[config.mk]
export PLATFORM = sky130hd
export DESIGN_NAME = regbank_write_arbiter
export DESIGN_NICKNAME = d
export VERILOG_FILES = /design/src/rtl/regbank_write_arbiter.sv
export SDC_FILE = /design/constraint.sdc
export NUM_CORES = 1
export LEC_CHECK = 0
export CELL_PAD_IN_SITES_DETAIL_PLACEMENT = 0
export CELL_PAD_IN_SITES_GLOBAL_PLACEMENT = 1
export CORE_ASPECT_RATIO = 1.75
export CORE_MARGIN = 5
export CORE_UTILIZATION = 44
export CTS_CLUSTER_DIAMETER = 150
export DETAILED_ROUTE_END_ITERATION = 16
export PLACE_DENSITY_LB_ADDON = 0.1
export RECOVER_POWER = 50
export SETUP_SLACK_MARGIN = 0.2
export SLEW_MARGIN = 20
export SYNTH_ARGS = -nofsm -noshare
export SYNTH_HDL_FRONTEND = slang
export SYNTH_SLANG_ARGS = --single-unit
[constraint.sdc]
create_clock -name Clk -period 5.93 [get_ports Clk]
set_input_delay 1.186 -clock Clk [delete_from_list [all_inputs] [get_ports Clk]]
set_output_delay 1.186 -clock Clk [all_outputs]
set_load 0.02 [all_outputs]
[src/rtl/regbank_write_arbiter.sv]
// Merges ALU and load writebacks into the register bank's single write port.
// Each source has a small FIFO, a round-robin arbiter drains them, and read-after-write hazards are flagged.
module regbank_write_arbiter #(
    parameter int WIDTH = 64,
    parameter int DEPTH = 2
) (
    input  logic             Clk,
    input  logic             Reset,
    input  logic             AluValid,
    output logic             AluReady,
    input  logic [4:0]       AluAddr,
    input  logic [WIDTH-1:0] AluData,
    input  logic             MemValid,
    output logic             MemReady,
    input  logic [4:0]       MemAddr,
    input  logic [WIDTH-1:0] MemData,
    input  logic [4:0]       RdAddrA,
    input  logic [4:0]       RdAddrB,
    output logic             HazardA,
    output logic             HazardB,
    output logic             WrEn,
    output logic [4:0]       WrAddr,
    output logic [WIDTH-1:0] WrData,
    output logic             Busy
);

    localparam int PTRW = (DEPTH > 1) ? $clog2(DEPTH) : 1;
    localparam logic [4:0] ZERO_REG = 5'd31;

    typedef enum logic {PRIO_ALU, PRIO_MEM} rrState_t;

    rrState_t rrState;

    logic [4:0]       aluAddrQ [DEPTH];
    logic [WIDTH-1:0] aluDataQ [DEPTH];
    logic [DEPTH-1:0] aluOcc;
    logic [PTRW-1:0]  aluWrPtr, aluRdPtr;

    logic [4:0]       memAddrQ [DEPTH];
    logic [WIDTH-1:0] memDataQ [DEPTH];
    logic [DEPTH-1:0] memOcc;
    logic [PTRW-1:0]  memWrPtr, memRdPtr;

    logic aluFull, aluEmpty, memFull, memEmpty;
    logic aluPush, memPush, aluGrant, memGrant;

    assign aluFull  = &aluOcc;
    assign aluEmpty = ~|aluOcc;
    assign memFull  = &memOcc;
    assign memEmpty = ~|memOcc;

    assign AluReady = ~aluFull;
    assign MemReady = ~memFull;

    // Writes to the zero register complete the handshake but are dropped here.
    assign aluPush = AluValid & ~aluFull & (AluAddr != ZERO_REG);
    assign memPush = MemValid & ~memFull & (MemAddr != ZERO_REG);

    assign aluGrant = ~aluEmpty & (memEmpty | (rrState == PRIO_ALU));
    assign memGrant = ~memEmpty & ~aluGrant;

    assign Busy = ~aluEmpty | ~memEmpty | WrEn;

    always_ff @(posedge Clk) begin
        if (aluPush) begin
            aluAddrQ[aluWrPtr] <= AluAddr;
            aluDataQ[aluWrPtr] <= AluData;
        end
        if (memPush) begin
            memAddrQ[memWrPtr] <= MemAddr;
            memDataQ[memWrPtr] <= MemData;
        end
    end

    // Per-slot occupancy bits double as the FIFO count and as the hazard mask.
    always_ff @(posedge Clk or posedge Reset) begin
        if (Reset) begin
            aluOcc   <= '0;
            aluWrPtr <= '0;
            aluRdPtr <= '0;
            memOcc   <= '0;
            memWrPtr <= '0;
            memRdPtr <= '0;
        end else begin
            if (aluPush) begin
                aluOcc[aluWrPtr] <= 1'b1;
                aluWrPtr         <= aluWrPtr + PTRW'(1);
            end
            if (aluGrant) begin
                aluOcc[aluRdPtr] <= 1'b0;
                aluRdPtr         <= aluRdPtr + PTRW'(1);
            end
            if (memPush) begin
                memOcc[memWrPtr] <= 1'b1;
                memWrPtr         <= memWrPtr + PTRW'(1);
            end
            if (memGrant) begin
                memOcc[memRdPtr] <= 1'b0;
                memRdPtr         <= memRdPtr + PTRW'(1);
            end
        end
    end

    always_ff @(posedge Clk or posedge Reset) begin
        if (Reset) begin
            rrState <= PRIO_ALU;
            WrEn    <= 1'b0;
            WrAddr  <= ZERO_REG;
            WrData  <= '0;
        end else begin
            WrEn <= aluGrant | memGrant;
            if (aluGrant) begin
                WrAddr  <= aluAddrQ[aluRdPtr];
                WrData  <= aluDataQ[aluRdPtr];
                rrState <= PRIO_MEM;
            end else if (memGrant) begin
                WrAddr  <= memAddrQ[memRdPtr];
                WrData  <= memDataQ[memRdPtr];
                rrState <= PRIO_ALU;
            end
        end
    end

    // A hazard is any queued entry or the write in flight targeting the read address.
    always_comb begin
        logic matchA, matchB;
        matchA = WrEn & (WrAddr == RdAddrA);
        matchB = WrEn & (WrAddr == RdAddrB);
        for (int i = 0; i < DEPTH; i++) begin
            if (aluOcc[i] && (aluAddrQ[i] == RdAddrA)) matchA = 1'b1;
            if (aluOcc[i] && (aluAddrQ[i] == RdAddrB)) matchB = 1'b1;
            if (memOcc[i] && (memAddrQ[i] == RdAddrA)) matchA = 1'b1;
            if (memOcc[i] && (memAddrQ[i] == RdAddrB)) matchB = 1'b1;
        end
        HazardA = matchA & (RdAddrA != ZERO_REG);
        HazardB = matchB & (RdAddrB != ZERO_REG);
    end

endmodule

Yosys cells after proc, flatten, opt, wreduce, memory -nomap -nowiden. Memory sizes are Yosys's and may differ from the RTL's. Cells that the tools add are included.

Bits in writable memories: 276. Bits in registers: 79. Output and inout port bits: 75. Memories: 4.

Memories: aluDataQ (words 2, bits a word 64, read ports 1, clocked after Yosys merged registers in 0, write ports 1, line 35) `logic [WIDTH-1:0] aluDataQ [DEPTH];`; memDataQ (words 2, bits a word 64, read ports 1, clocked after Yosys merged registers in 0, write ports 1, line 40) `logic [WIDTH-1:0] memDataQ [DEPTH];`; aluAddrQ (words 2, bits a word 5, read ports 3, clocked after Yosys merged registers in 0, write ports 1, line 34) `logic [4:0] aluAddrQ [DEPTH];`; memAddrQ (words 2, bits a word 5, read ports 3, clocked after Yosys merged registers in 0, write ports 1, line 39) `logic [4:0] memAddrQ [DEPTH];`.

Magnitude comparators: 8. Add/sub/neg operators: 4. Muxes and demuxes: 30. Eq/ne operators: 14. Reduce and logical (&&, ||, !) cells: 18. Bitwise logic cells: 24.

Operators with widths (count): $mux W64 (2); $eq A5 B5 Y1 (10); $ne A5 B5 Y1 const B (4); $mux W1 (18); $logic_and A1 B1 Y1 (12); $and A1 B1 Y1 (10); $mux W5 (2); $lt A1 B2 Y1 const B (4); $mux W2 (4); $add A1 B1 Y1 const B (4); $and A2 B2 Y2 (2); $demux W1 S1 (4); $ge A1 B1 Y1 const B (4); $not A1 Y1 (4); $not A2 Y2 (2); $or A1 B1 Y1 (4); $or A2 B2 Y2 (2); $reduce_and A2 Y1 (2); $reduce_or A2 Y1 (2); $reduce_bool A2 Y1 (1); $logic_not A1 Y1 (1).

Logic depth before layout (Yosys ltp). Gate-level depths: netlist of run 1.

Depth in word-level cells: 8. Depth in mapped cells: 7. Gate-level depth less buffers: 5.

Worst setup path before layout of run 1. OpenSTA, ideal clock, no wires.

Path type: input to register. From: in MemAddr[2]. To: reg memOcc[0]. Slack: 1.040 ns. Stages on the path: 4. Path buffers: 0. Data required time: 5.854 ns. Arrival time: 4.814 ns. Cells stage by stage: nand3_1 o211ai_1 nor2_1 o32a_1.

Word-level cells in the longest chain between the ends: 5.

RTL lines: start: declaration (line 15) `input logic [4:0] MemAddr,`; $ne A5 B5 Y1 * (line 57) `assign memPush = MemValid & ~memFull & (MemAddr != ZERO_REG);`; $and A1 B1 Y1 * (line 57); $mux W2 * (line 93) `if (memPush) begin`; $and A2 B2 Y2 (no line); $mux W2 * (line 97) `if (memGrant) begin`; end signal: assignment (line 81) `memOcc <= '0;`; end signal: indexed assignment (line 94) `memOcc[memWrPtr] <= 1'b1;`; end signal: indexed assignment (line 98) `memOcc[memRdPtr] <= 1'b0;`; end: declaration (line 41) `logic [DEPTH-1:0] memOcc;`.

Every way passes the cells marked *; elsewhere a longest branch is shown, timed or not. A chain may end at the register's enable or synchronous reset.

Worst setup path in the final report of run 1.
From: reg memOcc[0]. To: reg WrData[44].

Word-level cells in the longest chain between the ends: 7. Elaborated cells between the ends (all ways): 8. Classes of those cells: 1 x mux; 4 x bitwise; 3 x reduce/logical.

RTL lines: $reduce_or A2 Y1 * (line 50) `assign memEmpty = ~|memOcc;`; $logic_not A1 Y1 (line 50); $or A1 B1 Y1 (line 59) `assign aluGrant = ~aluEmpty & (memEmpty | (rrState == PRIO_ALU));`; $and A1 B1 Y1 (line 59); $not A1 Y1 (line 60) `assign memGrant = ~memEmpty & ~aluGrant;`; $and A1 B1 Y1 (line 60); $reduce_bool A2 Y1 (no line); end signal: assignment (line 114) `WrData <= aluDataQ[aluRdPtr];`; end signal: assignment (line 118) `WrData <= memDataQ[memRdPtr];`; end: declaration (line 23) `output logic [WIDTH-1:0] WrData,`.

Marks and branches as above.

==> impl_metrics.ini, run 1 <==
[outcome]
status = finished with violations
violations = max-capacitance violations, max-slew violations

[floorplanning]
die_y_um = 248.0
ios = 227
die_x_um = 146.0
start_util = 0.4437
fp.dieArea_um2 = 36220
row_count = 87
core_area_um2 = 32110

[finish]
drive_gt1_frac = 0.1503
syn_to_final_growth_pct = 25.85
final_design_area_no_fill_um2 = 17930
finish.net_count = 1305
final-instance-count-excl-fill = 1583
fin_util = 0.5583

[pwr]
clockPowerShare = 0.226
pwr-share-comb = 0.358
power_density_nw_per_um2 = 530.3
p_switching_mw = 3.243
internal_power_mw = 6.265
power.share.switching = 0.3411
peakVddDrop_mv = 0.4467
p_leak_nw = 6.401
p_seq_frac = 0.416

[synthesis]
synthMuxAreaShare = 0.1030
ys_ff_latch = 355
yosysMostFrequentCell = edfxtp_1
synth_cell_type_count = 33
synth_top_family_by_area = multiplexers
ys_async_sr_fraction = 0.2225
synth_top_area_share = 0.5817
syn_area_um2 = 14250
synth_xor_area_frac = 0.03320
postSynthCellCount = 937
synthTopCellsByArea = edfxtp_1 (58%), dfrtp_1 (13%), mux2_2 (5.5%), mux2i_1 (4.8%), xor2_1 (2.5%)
synthAdderAreaFrac = 0
syn-num-nets = 1089
ys.warnings.count = 0
synth_area_per_cell_um2 = 15.21
synth-simple-area-share = 0.05515
synth_common_cells = edfxtp_1 (276), nand2_1 (75), dfrtp_1 (74)
synthFlopType = edfxtp_1
ys_seq_area_frac = 0.7209
synth_compound_area_frac = 0.06332
synth_edf_count = 276
yosysTopAreaCell = edfxtp_1

[routing]
vias = 8178
first_iter_violations = 306
routed_wl_mm = 33.72
drc = 0
via_per_inst = 5.166
final_antenna_net_count = 0
routedWlPerCell_um = 21.30
first_pass_iters = 4

[place]
place_inst = 1517
dpl.hpwl_mm = 21.73
gp_congestion = 0.8464
io_buffer_count = 226
dpl_worst_slack_ns = 1.363
post_dp_cell_area_um2 = 16850

[sta]
hold_viol = 0
slew_headroom = -1.655
fin_crit_sh = 0.8308
clock_skew_ns = 0.02658
max_clock_freq_mhz = 203.0
maxSlewViolCount = 235
period_needed_ns = 4.927
tightest_slew_ns = 3.983
setup_viol = 0
rsz0062_at_grt = no
tns_ns = 0
setup_ws_ns = 1.003

[setup_path]
end_kind = flip-flop
worst-setup-path-type = flip-flop to flip-flop
arrival_ns = 5.20
worst-path-max-fanout = 76
critPathRequiredTime_ns = 6.20
cp-start-kind = flip-flop
rr_worst_depth = 6

[clock_network]
numCtsBuffers = 34
cts_buffer_depth = 3
cts_tree = built
postCtsSetupBuffers = 0
clock_sink_count = 355
cts_max_level = 2
path_clk_slew_ns = 0.06
cts_resized = 0
holdBufCountCts = 0
clkLatencyLatePin_ns = 0.52
cts_root_buf = clkbuf_16

[min_path]
worstHoldPathType = flip-flop to flip-flop
whs_path_depth = 2

[global_routing]
antenna_found_initial = 14
grt_pass1_wl_mm = 51.08
grt_util_all_layers = 0.1858
grt_max_degree = 77
grt_pass1_vias = 8645
gr-total-overflow = 0

[job]
maxCapViolCount = 4
-- final cells by class --
cell class,count,area (um2)
fillers,2633,14180
flip-flops and latches,355,10270
multi-input cells,520,3636
repair buffers,238,2379
clock buffers,55,1033
well taps,400,500.5
clock inverters,6,77.57
inverters,4,16.27
diodes,5,12.51
-- routing by layer --
layer  GRT usage  up-vias  wire (um)
li1            -     3861          -
met1      0.1969     4017      12180
met2      0.3561      213      18670
met3     0.03768       81       1526
met4     0.08006        6       1311
met5           0        -         22
-- worst max-delay path, stage by stage, from the launching register on --
cell	delay [ns]
dfrtp_1	0.59
o21ai_0	0.28
o21ai_4	0.12
clkbuf_1	2.78
nor2_1	0.40
a21oi_1	0.34
o21ai_0	0.12
-- path summary, 6_finish.rpt --
check,slack [ns],from,end
max,1.00,memOcc[0]$_DFF_PP0_,WrData[44]$_DFFE_PP0P_
min,0.48,WrData[0]$_DFFE_PP0P_,WrData[0]$_DFFE_PP0P_
max reg2reg,1.00,memOcc[0]$_DFF_PP0_,WrData[44]$_DFFE_PP0P_
min reg2reg,0.48,WrData[0]$_DFFE_PP0P_,WrData[0]$_DFFE_PP0P_
max in group asynchronous,2.78,Reset,aluRdPtr$_DFFE_PP0P_
min in group asynchronous,1.67,Reset,WrData[25]$_DFFE_PP0P_
-- sequential cells by signal, indices dropped and copies added (netlist names) --
signal and count:
WrData 64, aluWrPtr 1, memWrPtr 1, aluAddrQ 10, aluOcc 2, WrEn 1
memOcc 2, memAddrQ 10, memDataQ 128, aluRdPtr 1, WrAddr 5, memRdPtr 1
aluDataQ 128, rrState 1
-- placed cells by master, fill, tap and decap left out, drive strengths merged, types with 11 or more instances in the layout --
cell type,Yosys,routed
edfxtp,276,276
dlygate4sd3,0,139
clkdlybuf4s50,0,87
nand2,75,75
nor2,75,75
dfrtp,74,74
o21ai,71,71
mux2i,69,69
mux2,69,69
a21oi,69,69
clkbuf,12,58
xor2,41,41
nand3,14,14
xnor2,13,13
nor4,11,11
-- cell families (layout without fill, tap and decap cells) --
group,after synthesis,count (layout)
flops,355,355
simple gates,178,178
compound gates,150,150
mux,138,138
buf+inv,62,303
xor+xnor,54,54
other cells,0,5
-- per-stage QoR --
| stage | total power [mW] | hold WS [ns] |
|---|---|---|
| 3_5_place_dp | 7.524 | 0.4764 |
| 3_3_place_gp | 7.458 | 0.4654 |
| 5_1_grt | 10.06 | 0.5070 |
| 6_report | 9.508 | 0.4785 |
| 4_1_cts | 9.708 | 0.4899 |
| 2_1_floorplan | 6.288 | 0.4681 |
-- power groups by stage --
stage,registers [mW],clock network [mW],logic (mW)
after floorplan,4.13,0,2.16
after global placement,3.99,0,3.46
after detailed placement,4.02,0,3.51
after CTS,3.97,2.22,3.52
after global routing,4.03,2.31,3.72
final,3.95,2.15,3.40
No activity file was read; power rests on OpenSTA's default activity.
==> inputs of run 2 (changes only) <==
- clock period: 5.93 -> 4.78 ns (I/O delays scaled with it)
==> run 2 against run 1 <==
The run still ends with max-capacitance violations, max-slew violations left. Worst hold slack gained 0.0026 ns. First-iteration DRC count up 53%. Clock-buffer cell count is 5 lower. Highest routed layer unchanged. Critical path type is now primary input to output pin.
==> impl_metrics.ini, run 2 (same netlist as run 1, synthesis figures left out) <==
[clock_network]
cts_resized = 0
clkLatencyLatePin_ns = 0.52
cts_buffer_depth = 3
cts_max_level = 2
clock_sink_count = 355
holdBufCountCts = 0
postCtsSetupBuffers = 0
cts_tree = built
cts_root_buf = clkbuf_16
path_clk_slew_ns = 0.06
numCtsBuffers = 34

[sta]
tns_ns = 0
setup_viol = 0
max_clock_freq_mhz = 243.6
clock_skew_ns = 0.01705
period_needed_ns = 4.105
slew_headroom = -0.8153
setup_ws_ns = 0.6746
hold_viol = 0
rsz0062_at_grt = no
fin_crit_sh = 0.8589
maxSlewViolCount = 113
tightest_slew_ns = 2.720

[floorplanning]
row_count = 87
core_area_um2 = 32110
die_x_um = 146.0
die_y_um = 248.0
fp.dieArea_um2 = 36220
start_util = 0.4437
ios = 227

[global_routing]
antenna_found_initial = 10
grt_pass1_wl_mm = 51.69
grt_max_degree = 80
grt_util_all_layers = 0.1870
grt_pass1_vias = 8828
gr-total-overflow = 0

[finish]
fillCellCount = 2633
finish.net_count = 1308
syn_to_final_growth_pct = 26.15
drive_gt1_frac = 0.1583
final_common_cell = edfxtp_1
final_cell_mix = edfxtp_1 (276), dlygate4sd3_1 (138), clkdlybuf4s50_1 (88)
top_regs = aluDataQ: 128 flops, memDataQ: 128 flops, WrData: 64 flops

[setup_path]
rr_worst_depth = 5
end_kind = output pin
crit_chain = clkdlybuf4s50_1, xor2_1, nor4_1, nand3_1, nand3_1, a2bb2oi_1, clkdlybuf4s50_1
critical-path-max-stage-delay_ns = 0.63
cp-start-kind = primary input
reg2reg_from = aluOcc[1]$_DFF_PP0_
cpMaxStageDelayCell = clkdlybuf4s50_1
worst-setup-path-type = primary input to output pin
crit_buf_inv = 2
startpoint = RdAddrB[3]
critPathTopFamily = buffers and inverters
rrSetupSlack_ns = 0.81
crit_end = HazardB
cp.depth = 7
worst-path-max-fanout = 6
timing.rr.end = WrData[45]$_DFFE_PP0P_
critPathRequiredTime_ns = 3.82
arrival_ns = 3.15

[pwr]
power_density_nw_per_um2 = 657.7
p_seq_frac = 0.424
p_leak_nw = 6.435
power.share.switching = 0.3435
p_switching_mw = 4.061
pwr-share-comb = 0.347
internal_power_mw = 7.760
peakVddDrop_mv = 0.3959
clockPowerShare = 0.229

[place]
io_buffer_count = 226
gp_congestion = 0.8614
dpl.hpwl_mm = 21.57
dpl_worst_slack_ns = 0.6559

[routing]
first_pass_iters = 4
routed_wl_mm = 33.91
via_per_inst = 5.145
routedWlPerCell_um = 21.34
drc = 0
vias = 8175
first_iter_violations = 468
final_antenna_net_count = 0

[outcome]
violations = max-capacitance violations, max-slew violations
status = finished with violations

[min_path]
worstHoldPathType = flip-flop to flip-flop

[job]
maxCapViolCount = 3
==> run 2: cell types whose count changed in the layout (fill, tap and decap cells not counted), moves of 2 or more <==
cell / delta
a21oi_1: -5
a21oi_2: +5
buf_4: +3
clkbuf_1: -5
clkbuf_2: +2
clkbuf_8: -2
clkinv_1: +2
clkinv_2: +2
diode_2: +3
o21ai_0: -13
o21ai_1: +14
==> run 2: worst reg2reg max path, delay by kind of cell (launching register included) <==
family	cells	cell delay [ns]
compound gates	3	2.17
buf+inv	1	0.99
flops	1	0.52
simple gates	1	0.14
==> run 2: final cells by class <==
cell class	count	area (um2)	share of cell area
Sequential cell	355	10280	0.5719
Multi-Input combinational cell	520	3636	0.2023
Timing Repair Buffer	241	2404	0.1337
Clock buffer	50	994.7	0.05534
Tap cell	400	500.5	0.02785
Clock inverter	11	125.1	0.006961
Antenna cell	8	20.02	0.001114
Inverter	4	15.01	0.0008354
==> run 2: power by group through the flow <==
stage / registers (mW) / clock network, mW / logic, mW
floorplan: 5.11 / 0 / 2.68
global placement: 5.06 / 0 / 4.20
detailed placement: 5.09 / 0 / 4.26
CTS: 5.04 / 2.78 / 4.27
global route: 5.12 / 2.90 / 4.51
finish: 5.01 / 2.70 / 4.11
==> run 2: how the worst min path moves through the flow <==
stage,cells past startpoint,slack (ns),end,start
after floorplan,1,0.47,aluWrPtr$_DFFE_PP0N_,aluWrPtr$_DFFE_PP0N_
after global placement,2,0.47,WrData[10]$_DFFE_PP0P_,WrData[10]$_DFFE_PP0P_
after detailed placement,2,0.47,WrData[20]$_DFFE_PP0P_,WrData[20]$_DFFE_PP0P_
after CTS,2,0.49,WrData[50]$_DFFE_PP0P_,WrData[50]$_DFFE_PP0P_
after global routing,2,0.51,WrData[17]$_DFFE_PP0P_,WrData[17]$_DFFE_PP0P_
final,2,0.48,WrData[45]$_DFFE_PP0P_,WrData[45]$_DFFE_PP0P_
==> run 2: metrics by stage <==
step | cell area, um2 | hold WS, ns | power, mW | util | instances
after floorplan | 14250 | 0.4681 | 7.788 | - | 937
after global placement | 16870 | 0.4655 | 9.266 | 0.5255 | 1520
after detailed placement | 16870 | 0.4737 | 9.352 | 0.5255 | 1520
after CTS | 17990 | 0.4896 | 12.08 | 0.5604 | 1581
after global routing | 17960 | 0.5055 | 12.53 | 0.5592 | 1583
final | 17970 | 0.4811 | 11.82 | 0.5597 | 1589
==> run 2: layer usage <==
metal	GRT usage	share of wire	routed length, um
met5	0	0.00035	12
met2	0.3544	0.54	18460
met4	0.07230	0.037	1238
met1	0.2076	0.38	12740
met3	0.03477	0.043	1461
